### src/rtl/systolic_mac_cell.sv
// systolic_mac_cell
//   Internal cell of an output-stationary systolic matrix-multiply array.
//   LANES independent signed MAC lanes share one v/s/en control set.
//   Operands and control tags are forwarded east/south with one cycle of
//   latency. Each lane accumulates x*w; a start tag closes the running dot
//   product, presents it on acc_out with a one-cycle acc_vld pulse, and seeds
//   the accumulator with the product that carried the start tag.
//
// Ports
//   clk      rising-edge clock
//   rst      asynchronous, active-low reset
//   en       advance enable; 0 freezes every register in the cell
//   v_in     input data valid
//   s_in     start tag (qualified by v_in)
//   x_in     west operands, lane i at [i*DATA_W +: DATA_W]
//   w_in     north operands, same packing
//   v_out    v_in delayed one cycle
//   s_out    (s_in & v_in) delayed one cycle
//   x_out    x_in delayed one cycle
//   w_out    w_in delayed one cycle
//   acc_out  completed dot product per lane, lane i at [i*ACC_W +: ACC_W]
//   acc_vld  one-cycle pulse when acc_out carries a new result
//   ovf      per-lane overflow flag for the result currently on acc_out

module systolic_mac_cell #(
  parameter int DATA_W = 16,
  parameter int ACC_W  = 40,
  parameter int LANES  = 1,
  parameter int SAT    = 1
) (
  input  logic                    clk,
  input  logic                    rst,
  input  logic                    en,
  input  logic                    v_in,
  input  logic                    s_in,
  input  logic [LANES*DATA_W-1:0] x_in,
  input  logic [LANES*DATA_W-1:0] w_in,
  output logic                    v_out,
  output logic                    s_out,
  output logic [LANES*DATA_W-1:0] x_out,
  output logic [LANES*DATA_W-1:0] w_out,
  output logic [LANES*ACC_W-1:0]  acc_out,
  output logic                    acc_vld,
  output logic [LANES-1:0]        ovf
);

  localparam int P_W   = 2 * DATA_W;
  // Sign-extension width from the product to the ACC_W+1 bit working sum.
  localparam int EXT_W = (ACC_W + 1 > P_W) ? (ACC_W + 1 - P_W) : 1;

  localparam logic signed [ACC_W-1:0] ACC_MAX = {1'b0, {(ACC_W-1){1'b1}}};
  localparam logic signed [ACC_W-1:0] ACC_MIN = {1'b1, {(ACC_W-1){1'b0}}};

  if (ACC_W < P_W) begin : g_bad_acc_w
    $error("systolic_mac_cell: ACC_W must be >= 2*DATA_W");
  end

  // Stage-1 tags double as the forwarded v/s outputs: both are the input
  // tags registered on the same enabled edge.
  logic v_st1;
  logic s_st1;

  always_ff @(posedge clk or negedge rst) begin
    if (!rst) begin
      v_st1   <= 1'b0;
      s_st1   <= 1'b0;
      x_out   <= '0;
      w_out   <= '0;
      acc_vld <= 1'b0;
    end else if (en) begin
      v_st1   <= v_in;
      s_st1   <= s_in & v_in;
      x_out   <= x_in;
      w_out   <= w_in;
      acc_vld <= v_st1 & s_st1;
    end
  end

  assign v_out = v_st1;
  assign s_out = s_st1;

  for (genvar i = 0; i < LANES; i++) begin : g_lane
    logic signed [P_W-1:0]   x_ext;
    logic signed [P_W-1:0]   w_ext;
    logic signed [P_W-1:0]   prod_q;
    logic signed [ACC_W-1:0] acc_q;
    logic                    ovf_q;
    logic signed [ACC_W-1:0] res_q;
    logic                    res_ovf_q;
    logic signed [ACC_W:0]   prod_sum_ext;
    logic signed [ACC_W:0]   sum;
    logic                    sum_ovf;
    logic signed [ACC_W-1:0] acc_next;

    assign x_ext = P_W'($signed(x_in[i*DATA_W +: DATA_W]));
    assign w_ext = P_W'($signed(w_in[i*DATA_W +: DATA_W]));

    // Stage 1: full-width product; it cannot overflow P_W bits.
    always_ff @(posedge clk or negedge rst) begin
      if (!rst) begin
        prod_q <= '0;
      end else if (en) begin
        prod_q <= x_ext * w_ext;
      end
    end

    // One guard bit above the accumulator exposes signed overflow as a
    // disagreement between the top two bits of the sum.
    always_comb begin
      prod_sum_ext = {{EXT_W{prod_q[P_W-1]}}, prod_q};
      sum          = {acc_q[ACC_W-1], acc_q} + prod_sum_ext;
      sum_ovf      = sum[ACC_W] ^ sum[ACC_W-1];
      acc_next     = sum[ACC_W-1:0];
      if ((SAT != 0) && sum_ovf) begin
        acc_next = sum[ACC_W] ? ACC_MIN : ACC_MAX;
      end
    end

    // Stage 2: accumulate, or on a start tag hand the finished sum to the
    // output register and restart from the tagged product.
    always_ff @(posedge clk or negedge rst) begin
      if (!rst) begin
        acc_q     <= '0;
        ovf_q     <= 1'b0;
        res_q     <= '0;
        res_ovf_q <= 1'b0;
      end else if (en && v_st1) begin
        if (s_st1) begin
          res_q     <= acc_q;
          res_ovf_q <= ovf_q;
          acc_q     <= prod_sum_ext[ACC_W-1:0];
          ovf_q     <= 1'b0;
        end else begin
          acc_q <= acc_next;
          if (sum_ovf) begin
            ovf_q <= 1'b1;
          end
        end
      end
    end

    assign acc_out[i*ACC_W +: ACC_W] = res_q;
    assign ovf[i]                    = res_ovf_q;
  end

endmodule

### config.mk
export PLATFORM = sky130hd
export DESIGN_NAME = systolic_mac_cell
export DESIGN_NICKNAME = d
export VERILOG_FILES = /design/src/rtl/systolic_mac_cell.sv
export SDC_FILE = /design/constraint.sdc
export NUM_CORES = 1
export LEC_CHECK = 0
export CAP_MARGIN = 20
export CORE_ASPECT_RATIO = 1.1
export CORE_MARGIN = 2
export CORE_UTILIZATION = 30
export DETAILED_ROUTE_END_ITERATION = 16
export DONT_BUFFER_PORTS = 1
export MAX_ROUTING_LAYER = met4
export SYNTH_ARGS = -nofsm -noshare
export SYNTH_HDL_FRONTEND = slang
export SYNTH_SLANG_ARGS = --single-unit
### constraint.sdc
create_clock -name clk -period 3.8 [get_ports clk]
set_input_delay 0.76 -clock clk [delete_from_list [all_inputs] [get_ports clk]]
set_output_delay 0.76 -clock clk [all_outputs]
set_load 0.05 [all_outputs]
==> results.txt <==
ys flop type -> dfrtp_1
Starting Density -> 0.304
fmax -> 0.180 GHz
Seq. cell area -> 3730 um2
syn avg cell area -> 9.61 um2
placed cell area -> 20100 um2
Die Span X -> 239 um
first-pass GRT wire length -> 81000 um
clk slew on worst S/H paths -> 0.07 ns
WP buf/inv -> 2
Antenna Nets Post-Route -> 0
Num CTS Buffers -> 17
final worst setup slack -> -1.77 ns
Startpoint Class -> input port
core area -> 59900 um2
vias in the first global route -> 14900
CTS tree -> done
final worst path period need -> 5.57 ns
Ys Warns -> 0
Placed Cells -> 2714
area of the mapped netlist -> 18200 um2
failing checks -> hold timing, setup timing
nets -> 2399
period utilization -> 1.47
EDFF count, synth -> 0
synth-to-layout area growth -> 16.9%
clk sink count -> 149
Slew Limit Fails -> 0
CP max FO -> 17
Design Area, Final -> 21300 um2
kind of critical path -> input port to flip-flop
fraction of registers with async set/reset -> 1.00
Setup Viol. Count Final -> 25
syn_nets -> 2314
GRT Residual Overflow -> 0
Detailed Route Iter0 Violations -> 726
RePlAce Congestion -> 0.904
fraction of layout cells with a size suffix above 1 -> 0.211
Detailed Route WL -> 49700 um
I/O pin count -> 113
sequential element share of the synthesized area -> 0.205
Setup Skew -> 0.00802 ns
HPWL Detailed -> 39300 um
ant diodes -> 0
post-synth cell types -> 77
Wirelength per Cell -> 18.0 um
Top cell by count, worst path -> fa_1
largest net degree at the start of global routing -> 150
Min Hold Slack -> -0.0242 ns
CP peak stage delay -> 0.59 ns
Die Area -> 62600 um2
Die Y -> 262 um
run status -> finished, violations left
First-pass DRT Iterations -> 5
RSZ-0062 raised after global routing -> true
multi-input logic area -> 13700 um2
Worst-Margin Slew -> 0.985 ns
port bufs -> 0
slowest library cell on the worst path -> fa_1
DRC -> 0
# H-tree levels -> 4
root buffer cell -> clkbuf_16
CP cell instances -> and2_4 -> fa_1 -> inv_1 -> fa_1 -> fa_2 -> inv_2 -> fa_2 -> fa_1 -> fa_1 -> ha_4 -> a41oi_2 -> o21ai_2 -> a21oi_2 -> o21ai_2 -> a31o_4 -> a311oi_2 -> a21oi_1 -> xnor2_1 -> mux2_4
Yosys reg bits -> 149
Synth Instances -> 1892
Std-Cell Rows -> 94
dpl ws -> -2.43 ns
max cap viols -> 0
Cell Count, Final, Fillers Out -> 2758
All-Layer GR Usage -> 0.170
Hold Vio Cnt, Final -> 51
Rel. slew slack -> 0.341
vias per cell -> 4.95
critical path capture point type -> flip-flop
critical path data arrival time -> 5.93 ns
initial antenna violation count -> 1
Clk Latency, worst-skew pair -> 0.48 ns
min-delay worst type -> input port to asynchronous set/reset pin
Vias -> 13700
CTS Buffer Depth -> 2
fill count -> 6014
Required @ worst endpoint -> 4.16 ns
CP top delay family -> adder cells
==> registers in the layout, summed over array words and instances (netlist names) <==
register	flops
g_lane.ovf_q	1
acc_vld	1
v_out	1
g_lane.acc_q	40
ovf	1
s_out	1
acc_out	40
x_out	16
w_out	16
g_lane.prod_q	32
==> kinds of logic after synthesis <==
family          count (synthesis)  synth area share
simple gates                  469             0.128
buf+inv                       385            0.0806
fa+ha+maj                     385             0.373
compound gates                342             0.122
flops                         149             0.205
mux                            96            0.0593
xor+xnor                       66            0.0318
==> layout make-up <==
type,count,area share
clock buffers,18,0.0207
clock inverters,14,0.00659
inverters,305,0.0540
multi-input cells,1358,0.645
flip-flops and latches,149,0.175
well taps,768,0.0452
repair buffers,146,0.0535
==> cell usage in the layout (no fill, tap or decap), types with 29 or more instances in the layout <==
cell / instances
nor2_1: 59
nand2_1: 175
inv_1: 289
a21oi_1: 74
a21o_1: 29
xnor2_1: 39
dfrtp_1: 149
and2_1: 113
mux2_2: 79
fa_1: 248
buf_4: 135
ha_1: 100
o21ai_0: 61
==> worst register-to-register path, stage by stage, from the launching register on <==
cell,delay [ns]
dfrtp_1,0.40
ha_1,0.22
inv_1,0.07
fa_1,0.37
nand2b_1,0.20
a21oi_1,0.20
o2111ai_1,0.24
buf_4,0.21
a21oi_1,0.26
o211a_1,0.25
nor2_1,0.08
a311oi_2,0.33
a2111oi_0,0.15
o41ai_1,0.39
==> synthesized netlist by cell type, types with 8 or more instances <==
master,count,area [um2]
inv_1,304,1140
fa_1,263,5270
nand2_1,184,691
dfrtp_1,149,3730
and2_1,129,807
ha_1,122,1530
mux2_2,90,1010
a21oi_1,88,440
o21ai_0,75,375
nor2_1,67,251
clkbuf_1,64,240
xnor2_1,46,403
a21o_1,29,218
xor2_1,20,175
o21ai_1,18,90.1
o211ai_1,15,113
nand3_1,14,70.1
nand2b_1,13,81.3
nand4_1,11,68.8
nor2b_1,11,68.8
a31oi_1,10,62.6
o21a_1,9,67.6
o21bai_1,9,67.6
a211oi_1,8,60.1
and3_1,8,50.1
buf_2,8,40.0
==> final timing paths <==
check / startpoint / to / slack, ns / cells past startpoint
min in group clk: en / g_lane[0].prod_q[26]$_DFFE_PN0P_ / 0.42 / 1
max in group asynchronous: rst / w_out[0]$_DFFE_PN0P_ / 3.49 / 0
hold reg to reg: g_lane[0].ovf_q$_DFFE_PN0P_ / g_lane[0].ovf_q$_DFFE_PN0P_ / 0.49 / 1
setup reg to reg: g_lane[0].prod_q[0]$_DFFE_PN0P_ / g_lane[0].acc_q[38]$_DFFE_PN0P_ / 0.33 / 13
setup / recovery: x_in[6] / g_lane[0].prod_q[31]$_DFFE_PN0P_ / -1.77 / 19
hold / removal: rst / acc_out[8]$_DFFE_PN0P_ / -0.02 / 0
==> per-stage QoR <==
| stage | setup TNS [ns] | utilization |
|---|---|---|
| floorplan | -41.61 | - |
| global placement | -46.04 | 0.337 |
| detailed placement | -47.14 | 0.337 |
| CTS | -32.94 | 0.351 |
| global route | -35.68 | 0.355 |
| finish | -32.41 | 0.355 |
==> per-layer routing <==
layer	wire length [um]	track usage
met1	22000	0.210
met2	24400	0.284
met3	2630	0.0346
met4	811	0.0409
met5	0	-
==> timing repair <==
action                     in CTS  in global routing
pin swaps                      72                 52
hold endpoints to repair      149                149
setup endpoints to repair      25                 38
gates resized for setup        55                 46
buffers inserted               10                  8
Power is left out: the tool's default activity adds up to more than one toggle a clock period on the data nets, which glitch-free logic cannot reach.
